===== src/rtl/reg_bank_32x32.sv =====
// rtl/reg_bank_32x32.sv - 32x32 register bank with byte-enabled write port and bulk-clear engine
module reg_bank_32x32 #(
  parameter logic [31:0] CLEAR_VAL = 32'h0000_0000,
  parameter bit          ZERO_REG  = 1'b1
) (
  input  logic        clk,
  input  logic        rst_n,
  input  logic        wr_valid,
  output logic        wr_ready,
  input  logic [4:0]  wr_addr,
  input  logic [31:0] wr_data,
  input  logic [3:0]  wr_be,
  input  logic        clr_req,
  output logic        clr_busy,
  output logic [31:0] regs [0:31],
  output logic [31:0] written
);

  typedef enum logic {IDLE, CLEAR} state_t;

  state_t     state;
  logic [4:0] idx;
  logic       wr_accept;
  logic       wr_blocked;

  // clr_req wins over a same-cycle write, so it also gates the handshake
  assign wr_ready   = rst_n && (state == IDLE) && !clr_req;
  assign wr_accept  = wr_valid && wr_ready;
  assign wr_blocked = ZERO_REG && (wr_addr == 5'd0);

  always_ff @(posedge clk or negedge rst_n) begin
    if (!rst_n) begin
      state    <= IDLE;
      idx      <= 5'd0;
      clr_busy <= 1'b0;
      written  <= 32'h0;
      for (int i = 0; i < 32; i++) regs[i] <= 32'h0;
    end else if (state == IDLE) begin
      if (clr_req) begin
        state    <= CLEAR;
        idx      <= 5'd0;
        clr_busy <= 1'b1;
      end else if (wr_accept && (wr_be != 4'd0) && !wr_blocked) begin
        for (int b = 0; b < 4; b++)
          if (wr_be[b]) regs[wr_addr][8*b +: 8] <= wr_data[8*b +: 8];
        written[wr_addr] <= 1'b1;
      end
    end else begin
      if (!(ZERO_REG && (idx == 5'd0))) regs[idx] <= CLEAR_VAL;
      written[idx] <= 1'b0;
      // exit is decoded from index 31 rather than relying on counter wrap
      if (idx == 5'd31) begin
        state    <= IDLE;
        clr_busy <= 1'b0;
      end else begin
        idx <= idx + 5'd1;
      end
    end
  end

endmodule


===== config.mk =====
export PLATFORM = sky130hd
export DESIGN_NAME = reg_bank_32x32
export DESIGN_NICKNAME = d
export VERILOG_FILES = /design/src/rtl/reg_bank_32x32.sv
export SDC_FILE = /design/constraint.sdc
export NUM_CORES = 1
export LEC_CHECK = 0
export BUFFER_PORTS_ARGS = -buffer_cell sky130_fd_sc_hd__buf_2
export CORE_AREA = 4 4 426 428
export DETAILED_ROUTE_END_ITERATION = 10
export DIE_AREA = 0 0 430 432
export MAX_ROUTING_LAYER = met4
export PLACE_DENSITY_LB_ADDON = 0.15
export SLEW_MARGIN = 15
export SYNTH_ARGS = -nofsm -noshare
export SYNTH_HDL_FRONTEND = slang
export SYNTH_SLANG_ARGS = --single-unit

===== constraint.sdc =====
create_clock -name clk -period 5.3 [get_ports clk]
set_input_delay 1.06 -clock clk [delete_from_list [all_inputs] [get_ports clk]]
set_output_delay 1.06 -clock clk [all_outputs]
set_load 0.02 [all_outputs]

==> impl_table.tex, run 1 <==
\begin{tabular}{lr}
\hline
Metric & Value \\
\hline
\multicolumn{2}{l}{\textbf{Run status}} \\
\quad Status & completed \\
\multicolumn{2}{l}{\textbf{Cells and area}} \\
\quad Share of final-layout standard cells stronger than drive strength 1 & 0.335 \\
\quad Count of nets after finishing & just under 5000 \\
\quad Number of standard cells in the layout, taps in and fillers out & 7223 \\
\quad \# fillers & about 19000 \\
\quad Post-synthesis to final-layout area growth & 30.1\% \\
\multicolumn{2}{l}{\textbf{Logic synthesis}} \\
\quad Post-synthesis instance area & $\sim$42000 um\^{}2 \\
\quad Avg Inst Size Synth & 11.3 um\^{}2 \\
\quad Sequential element share of the synthesized area & 0.633 \\
\quad Number of warnings reported in the yosys synthesis log & 0 \\
\quad Number of library cell types mapped by synthesis & 43 \\
\quad Number of nets produced by synthesis & about 3800 \\
\quad Seq cells post-synth & 1063 \\
\quad Count of flip-flops with a built-in enable after synthesis & 0 \\
\quad Share of synthesized flip-flops with an asynchronous set or reset & 1.00 \\
\quad Post-synthesis cell count & around 3700 \\
\quad Primary flip-flop cell chosen by synthesis mapping & sky130\_fd\_sc\_hd\_\_dfrtp\_1 \\
\multicolumn{2}{l}{\textbf{Timing}} \\
\quad Post-route fraction of the period consumed by the critical path & 0.646 \\
\quad Setup TNS & 0 ns \\
\quad Highest attainable clock frequency & slightly below 300 MHz \\
\quad Setup Skew & roughly 0.033 ns \\
\quad Hold Slack & 0.154 ns \\
\quad Setup repair after global routing missed its margin & false \\
\quad Number of max-slew violations in the final report & 0 \\
\quad Setup violators final & 0 \\
\quad Post-layout minimum cycle time & about 3.4 ns \\
\quad Relative slew slack & 0.261 \\
\quad Worst setup slack after layout & roughly 1.9 ns \\
\quad Number of hold violations in the final report & 0 \\
\quad Worst Max-Slew Pin Slew & between 1 and 1.5 ns \\
\multicolumn{2}{l}{\textbf{Critical path}} \\
\quad Delay of the slowest cell on the worst path & 0.93 ns \\
\quad Worst R2R Path Depth & 4 \\
\quad Critical path buffers and inverters & 0 \\
\quad Critical path start-end classification & register to register \\
\quad Sort of element at the start of the critical path & register \\
\quad CP max-delay cell & sky130\_fd\_sc\_hd\_\_dfrtp\_2 \\
\quad Destination of the worst register-to-register timing path & regs[955]\$\_DFFE\_PN0P\_ \\
\quad Capturing element type of the critical path & register \\
\quad Data arrival time at the worst-slack endpoint & between 4 and 5 ns \\
\quad Data required time of the worst path & between 5 and 6 ns \\
\quad Family with the most delay on the worst path & compound AO/OA/AOI/OAI gates \\
\quad Setup slack of the most critical reg-to-reg path & 1.88 ns \\
\quad Cell breakdown of the critical path & and2\_1, a22oi\_1, a211oi\_2, o22ai\_1 \\
\quad Critical Path Fanout Max & 34 \\
\quad Critical R2R Launch & state\$\_DFF\_PN0\_ \\
\multicolumn{2}{l}{\textbf{Global route}} \\
\quad Vias in the first global route & 34000 \\
\quad Global router's overall resource usage & 0.239 \\
\quad Antenna violations before repair & 17 \\
\quad Pin count of the biggest net entering global routing & roughly 170 \\
\quad Final global-route overflow total & 0 \\
\quad Global-route wire length before repair & roughly 300 mm \\
\multicolumn{2}{l}{\textbf{Die}} \\
\quad Die area & roughly 190000 um\^{}2 \\
\quad Vertical die dimension & 432 um \\
\quad I/O pin cnt & between 1000 and 1500 \\
\quad Die width & 430 um \\
\quad Standard-cell rows & approximately 160 \\
\quad Core region area & 178000 um\^{}2 \\
\quad Initial Utilization & 0.236 \\
\multicolumn{2}{l}{\textbf{Route}} \\
\quad Number of vias in the routed layout & approximately 34000 \\
\quad DRC violation count after routing & 0 \\
\quad Final routed wire length divided by cell count & roughly 31 um \\
\quad Number of vias per cell after detailed routing & 4.66 \\
\quad Wirelength, routed & 221 mm \\
\quad Antenna Nets Post-Route & 0 \\
\quad Number of iterations in the first detailed-routing pass & 7 \\
\quad DR iter-0 viols & $\sim$2200 \\
\multicolumn{2}{l}{\textbf{Placement}} \\
\quad Number of input and output port buffers inserted & between 1000 and 1500 \\
\quad Pre-CTS WS & between 1.5 and 2 ns \\
\quad Cell Count Post-Placement & around 7000 \\
\quad Final Wtd Congestion & 0.811 \\
\quad HPWL reported at the end of detailed placement & 153 mm \\
\multicolumn{2}{l}{\textbf{Worst hold path}} \\
\quad Worst min-delay path class & primary input to async pin \\
\multicolumn{2}{l}{\textbf{CTS}} \\
\quad Number of clock sinks seen by CTS & between 1000 and 1500 \\
\quad Depth of the CTS H-tree & 4 \\
\quad Clock root buffer & sky130\_fd\_sc\_hd\_\_clkbuf\_16 \\
\quad TritonCTS clock tree & built \\
\quad Number of instances resized during post-cts repair & 0 \\
\quad Post CTS Setup Buffer Count & 0 \\
\quad Clk slew on worst S/H paths & 0.06 ns \\
\quad Hold buffer count at CTS & 0 \\
\quad Skew-Pair Late Insertion Delay & 0.80 ns \\
\quad Buffer depth of the longest clock path & 3 \\
\quad Cts bufs inserted & 133 \\
\multicolumn{2}{l}{\textbf{Power}} \\
\quad Power per Cell Area & about 690 nW/um\^{}2 \\
\quad Leakage dissipation & around 26 nW \\
\quad Worst supply voltage drop on vdd & about 370 uV \\
\multicolumn{2}{l}{\textbf{Run}} \\
\quad Maximum Capacitance Violations & 0 \\
\hline
\end{tabular}
## cell usage in the layout, fill, tap and decap left out, types with 10 or more instances in the layout
| master | instances |
|---|---|
| sky130_fd_sc_hd__buf_2 | 1101 |
| sky130_fd_sc_hd__dfrtp_1 | 1062 |
| sky130_fd_sc_hd__inv_1 | 1000 |
| sky130_fd_sc_hd__o22ai_1 | 977 |
| sky130_fd_sc_hd__clkbuf_16 | 140 |
| sky130_fd_sc_hd__a211oi_4 | 119 |
| sky130_fd_sc_hd__buf_4 | 84 |
| sky130_fd_sc_hd__o21ai_0 | 55 |
| sky130_fd_sc_hd__nand2_2 | 45 |
| sky130_fd_sc_hd__clkbuf_1 | 33 |
| sky130_fd_sc_hd__nand2_1 | 30 |
| sky130_fd_sc_hd__a22oi_1 | 28 |
| sky130_fd_sc_hd__clkbuf_8 | 24 |
| sky130_fd_sc_hd__o22ai_2 | 16 |
| sky130_fd_sc_hd__buf_12 | 16 |
| sky130_fd_sc_hd__clkinv_2 | 14 |
| sky130_fd_sc_hd__nand2_4 | 12 |
| sky130_fd_sc_hd__diode_2 | 10 |
## synth_stat cells, types with 9 or more instances
cell type	instances	area, um^2
sky130_fd_sc_hd__a22oi_1	31	233
sky130_fd_sc_hd__buf_6	15	169
sky130_fd_sc_hd__nor2_1	9	33.8
sky130_fd_sc_hd__a211oi_4	119	2380
sky130_fd_sc_hd__clkbuf_1	165	619
sky130_fd_sc_hd__o22ai_1	977	6110
sky130_fd_sc_hd__o21ai_0	55	275
sky130_fd_sc_hd__nand2_1	87	327
sky130_fd_sc_hd__inv_1	1000	3750
sky130_fd_sc_hd__buf_2	95	475
sky130_fd_sc_hd__o22ai_2	16	200
sky130_fd_sc_hd__dfrtp_1	1063	26600
## worst max path at each step
stage                               start                    end  slack, ns  cells past startpoint
after floorplan                   clr_req  regs[264]$_DFFE_PN0P_       2.64                      6
after CTS                 state$_DFF_PN0_  regs[950]$_DFFE_PN0P_       1.71                      5
after global routing      state$_DFF_PN0_  regs[951]$_DFFE_PN0P_       1.71                      5
after detailed placement       wr_addr[0]   regs[88]$_DFFE_PN0P_       1.50                      6
after global placement              rst_n  regs[791]$_DFFE_PN0P_       1.52                      7
final                     state$_DFF_PN0_  regs[955]$_DFFE_PN0P_       1.88                      4
## power by group
group / internal, mW / total (mW) / switching [mW] / leakage [nW]
Sequential: 11.5 / 13.7 / 2.12 / 13.6
Clock: 5.32 / 9.09 / 3.77 / 2.10
Combinational: 4.37 / 15.1 / 10.7 / 10.6
## worst reg2reg max path, delay by kind of cell, from the launching register on
kind,cells,cell delay (ns)
simple gates,1,0.78
compound gates,3,1.54
flops,1,0.93
## cell type report
cell class | count | area (um^2) | area share
Multi-Input combinational cell | 1361 | 10500 | 0.193
Antenna cell | 10 | 25.0 | 0.000458
Clock inverter | 35 | 344 | 0.00630
Timing Repair Buffer | 1202 | 6480 | 0.119
Inverter | 1000 | 3750 | 0.0687
Tap cell | 2355 | 2950 | 0.0539
Sequential cell | 1063 | 26600 | 0.487
Clock buffer | 197 | 3960 | 0.0724
## state kept, by name, summed over array words and instances, names as in the netlist
register,cells
clr_busy,1
state,1
idx,5
regs,1024
written,32
## metrics by stage
stage                     power [mW]  area (um^2)   util
after floorplan                 21.8        42000      -
after global routing            39.8        54600  0.307
after detailed placement        28.9        50300  0.283
final                           37.8        54600  0.307
after global placement          28.8        50300  0.283
after CTS                       38.2        54600  0.307
## metal layers
layer	track usage	part of all wire	vias to the layer above
met5	-	0	-
met3	0.0614	0.063	310
li1	-	-	14600
met4	0.0840	0.038	0
met1	0.275	0.39	17600
met2	0.403	0.51	1154
## cell families (layout without fill, tap and decap cells)
group	count (synthesis)	after routing	synth area share
buffers and inverters	1289	2434	0.122
AOI/OAI and AO/OA	1214	1214	0.225
and+or+nand+nor	137	137	0.0170
other	0	10	0
muxes	2	2	0.000536
xor gates and xnor gates	3	3	0.000626
adders and majority gates	5	5	0.00149
DFF	1063	1063	0.633
(Power assumes the default switching activity.)
==> inputs of run 2 (changes only) <==
Clock period 5.3 ns to 3.05 ns, I/O delays scaled along.
==> run 2 against run 1 <==
Clock skew shrank 0.0041 ns. Critical path depth fell by 1. Design area grew 2.5%. Global-route usage about the same. Clock power is 76% higher. Sequential power increased by 74%. Worst hold slack gained 0.023 ns. Clock-buffer cell count decreased by 1. Total power increased by 76%. Sequential share of layout area shrank 1.2 points. Highest routed layer unchanged. Setup slack got worse by 1.7 ns.
==> impl_table.tex, run 2 (synthesized netlist as in run 1, its figures left out) <==
\begin{tabular}{lr}
\hline
Metric & Value \\
\hline
\multicolumn{2}{l}{\textbf{Run status}} \\
\quad Status & completed (unchanged) \\
\multicolumn{2}{l}{\textbf{Die}} \\
\quad Die width & 430 um (unchanged) \\
\quad Die area & 186000 um\^{}2 (unchanged) \\
\quad Standard-cell rows & 155 (unchanged) \\
\quad Initial Utilization & 0.236 (unchanged) \\
\quad Core region area & 178000 um\^{}2 (unchanged) \\
\quad I/O pin cnt & 1103 (unchanged) \\
\quad Vertical die dimension & 432 um (unchanged) \\
\multicolumn{2}{l}{\textbf{Critical path}} \\
\quad Critical R2R Launch & state\$\_DFF\_PN0\_ (unchanged) \\
\quad Delay of the slowest cell on the worst path & 0.59 ns (was 0.93 ns) \\
\quad Destination of the worst register-to-register timing path & regs[912]\$\_DFFE\_PN0P\_ (was regs[955]\$\_DFFE\_PN0P\_) \\
\quad Cell breakdown of the critical path & buf\_4, nor3b\_1, buf\_2 (was and2\_1, a22oi\_1, a211oi\_2, o22ai\_1) \\
\quad Worst R2R Path Depth & 7 (was 4) \\
\quad Data arrival time at the worst-slack endpoint & 2.25 ns (was 4.03 ns) \\
\quad CP max-delay cell & sky130\_fd\_sc\_hd\_\_dfrtp\_2 (unchanged) \\
\quad Capturing element type of the critical path & primary output (was register) \\
\quad Critical path start-end classification & register to primary output (was register to register) \\
\quad Critical Path Fanout Max & 17 (was 34) \\
\quad Sort of element at the start of the critical path & register (unchanged) \\
\quad Data required time of the worst path & 2.44 ns (was 5.91 ns) \\
\quad Setup slack of the most critical reg-to-reg path & 0.24 ns (was 1.88 ns) \\
\multicolumn{2}{l}{\textbf{Timing}} \\
\quad Worst setup slack after layout & 0.194 ns (was 1.88 ns) \\
\quad Hold Slack & 0.178 ns (was 0.154 ns) \\
\quad Post-layout minimum cycle time & 2.86 ns \\
\quad Post-route fraction of the period consumed by the critical path & 0.936 \\
\quad Relative slew slack & 0.142 (was 0.261) \\
\quad Highest attainable clock frequency & between 300 and 400 MHz \\
\quad Number of max-slew violations in the final report & 0 (unchanged) \\
\quad Number of hold violations in the final report & 0 (unchanged) \\
\quad Worst Max-Slew Pin Slew & 1.29 ns (was 1.10 ns) \\
\quad Setup repair after global routing missed its margin & false (unchanged) \\
\quad Setup Skew & 0.0290 ns (was 0.0331 ns) \\
\quad Setup violators final & 0 (unchanged) \\
\multicolumn{2}{l}{\textbf{CTS}} \\
\quad Buffer depth of the longest clock path & 3 (unchanged) \\
\quad Number of clock sinks seen by CTS & 1063 (unchanged) \\
\quad TritonCTS clock tree & built (unchanged) \\
\quad Clk slew on worst S/H paths & 0.05 ns (was 0.06 ns) \\
\quad Clock root buffer & sky130\_fd\_sc\_hd\_\_clkbuf\_16 (unchanged) \\
\quad Cts bufs inserted & 130 (was 133) \\
\quad Depth of the CTS H-tree & 4 (unchanged) \\
\quad Post CTS Setup Buffer Count & 0 (unchanged) \\
\quad Skew-Pair Late Insertion Delay & 0.77 ns (was 0.80 ns) \\
\multicolumn{2}{l}{\textbf{Worst hold path}} \\
\quad Min-Delay Path Depth & 2 \\
\quad Worst min-delay path class & primary input to register (was primary input to async pin) \\
\quad Startpoint of the lowest-slack hold path & clr\_req \\
\quad Worst Hold Endpoint & idx[2]\$\_DFFE\_PN0P\_ \\
\multicolumn{2}{l}{\textbf{Route}} \\
\quad Number of iterations in the first detailed-routing pass & 5 (was 7) \\
\quad Antenna Nets Post-Route & 0 (unchanged) \\
\quad Number of vias per cell after detailed routing & 4.62 (was 4.66) \\
\quad Final routed wire length divided by cell count & 30.2 um (was 30.6 um) \\
\quad Wirelength, routed & 221 mm (about the same) \\
\quad Number of vias in the routed layout & 33900 (was 33600) \\
\quad DR iter-0 viols & 2450 (was 2249) \\
\quad DRC violation count after routing & 0 (unchanged) \\
\multicolumn{2}{l}{\textbf{Cells and area}} \\
\quad Share of final-layout standard cells stronger than drive strength 1 & 0.352 (was 0.335) \\
\quad Largest registers ranked by flip-flop count & regs x1024, written x32, idx x5 (unchanged) \\
\quad Largest Register & regs (unchanged) \\
\quad Most common cell after layout, fill and taps aside & sky130\_fd\_sc\_hd\_\_buf\_2 (unchanged) \\
\quad Count of nets after finishing & 4931 (was 4811) \\
\quad Register cell area after layout & 26600 um\^{}2 (unchanged) \\
\quad Number of flip-flops in the largest register & 1024 (unchanged) \\
\quad Area of combinational cells with multiple inputs & 10500 um\^{}2 (unchanged) \\
\quad Commonest cells after routing, fill and taps aside & sky130\_fd\_sc\_hd\_\_buf\_2 (1101), sky130\_fd\_sc\_hd\_\_dfrtp\_1 (1062), sky130\_fd\_sc\_hd\_\_inv\_1 (1000), sky130\_fd\_sc\_hd\_\_o22ai\_1 (977), sky130\_fd\_sc\_hd\_\_buf\_4 (174) (was sky130\_fd\_sc\_hd\_\_buf\_2 (1101), sky130\_fd\_sc\_hd\_\_dfrtp\_1 (1062), sky130\_fd\_sc\_hd\_\_inv\_1 (1000), sky130\_fd\_sc\_hd\_\_o22ai\_1 (977), sky130\_fd\_sc\_hd\_\_clkbuf\_16 (140)) \\
\quad Finished Core Util & 0.315 (was 0.307) \\
\quad Number of standard cells in the layout, taps in and fillers out & 7340 (was 7223) \\
\quad Post-synthesis to final-layout area growth & 33.4\% (was 30.1\%) \\
\quad \# fillers & 18600 (about the same) \\
\multicolumn{2}{l}{\textbf{Placement}} \\
\quad Final Wtd Congestion & 0.820 (was 0.811) \\
\quad Pre-CTS WS & -0.0419 ns (was 1.50 ns) \\
\quad Number of input and output port buffers inserted & 1102 (unchanged) \\
\quad Cell Count Post-Placement & 7103 (was 6981) \\
\quad HPWL reported at the end of detailed placement & 159 mm (was 153 mm) \\
\multicolumn{2}{l}{\textbf{Global route}} \\
\quad Final global-route overflow total & 0 (unchanged) \\
\quad Global-route wire length before repair & 301 mm (was 300 mm) \\
\quad Vias in the first global route & 34500 (was 34000) \\
\quad Antenna violations before repair & 28 (was 17) \\
\quad Pin count of the biggest net entering global routing & 179 (was 166) \\
\quad Global router's overall resource usage & 0.239 (about the same) \\
\multicolumn{2}{l}{\textbf{Power}} \\
\quad Total power & 66.4 mW (was 37.8 mW) \\
\quad Leakage dissipation & 27.2 nW (was 26.3 nW) \\
\quad Power per Cell Area & 1190 nW/um\^{}2 (was 692 nW/um\^{}2) \\
\quad Worst supply voltage drop on vdd & 523 uV (was 372 uV) \\
\multicolumn{2}{l}{\textbf{Run}} \\
\quad Maximum Capacitance Violations & 0 (unchanged) \\
\hline
\end{tabular}
[run 2: cell types whose count changed in the layout (fill, tap and decap cells not counted), sizes merged]
cell         before   now
clkinvlp          6     3
buf            1202  1324
inv            1005  1007
dlygate4sd3       0     1
bufinv            3     6
diode            10     8
clkbuf          197   196
clkinv           21    16
[run 2: worst max-delay path, delay by kind of cell (launching register included)]
family | cells | cell delay (ns)
buffers and inverters | 2 | 0.56
AND/OR/NAND/NOR | 1 | 0.33
flip-flops | 1 | 0.59
[run 2: worst max path at each step]
stage	startpoint	endpoint	slack (ns)	cells past startpoint
2_1_floorplan	clr_req	regs[264]$_DFFE_PN0P_	0.84	6
3_3_place_gp	idx[2]$_DFFE_PN0P_	regs[955]$_DFFE_PN0P_	-0.04	6
3_5_place_dp	idx[2]$_DFFE_PN0P_	regs[934]$_DFFE_PN0P_	-0.04	5
4_1_cts	state$_DFF_PN0_	wr_ready	0.11	3
5_1_grt	state$_DFF_PN0_	wr_ready	0.11	3
6_report	state$_DFF_PN0_	wr_ready	0.19	3
[run 2: repair_timing]
action	CTS	global route
resized for setup	1	0
hold endpoints to repair	24	0
setup endpoints to repair	11	0
hold buffers	1	0
[run 2: final cells by class]
| class | instances | area share |
|---|---|---|
| Sequential cell | 1063 | 0.475 |
| Multi-Input combinational cell | 1361 | 0.188 |
| Timing Repair Buffer | 1325 | 0.139 |
| Clock buffer | 196 | 0.0705 |
| Inverter | 1000 | 0.0670 |
| Tap cell | 2355 | 0.0526 |
| Clock inverter | 32 | 0.00735 |
| Antenna cell | 8 | 0.000357 |
[run 2: report_power, final]
part | leakage [nW] | switching, mW | total, mW | internal, mW
registers | 13.6 | 3.86 | 23.9 | 20.1
clock network | 2.14 | 6.56 | 16.0 | 9.47
logic | 11.4 | 18.6 | 26.5 | 7.88
total | 27.2 | 29.0 | 66.4 | 37.4
[run 2: through the flow]
step                      TNS [ns]  area [um^2]
after CTS                        0        56000
final                            0        56000
after detailed placement    -0.280        51600
after floorplan                  0        42000
after global routing             0        56000
after global placement      -0.393        51600
[run 2: routing by layer]
metal / GRT usage / share of wire / vias to the layer above
met5: - / 0 / -
met4: 0.0847 / 0.038 / 0
met1: 0.283 / 0.40 / 17600
li1: - / - / 14800
met2: 0.403 / 0.50 / 1132
met3: 0.0512 / 0.056 / 308
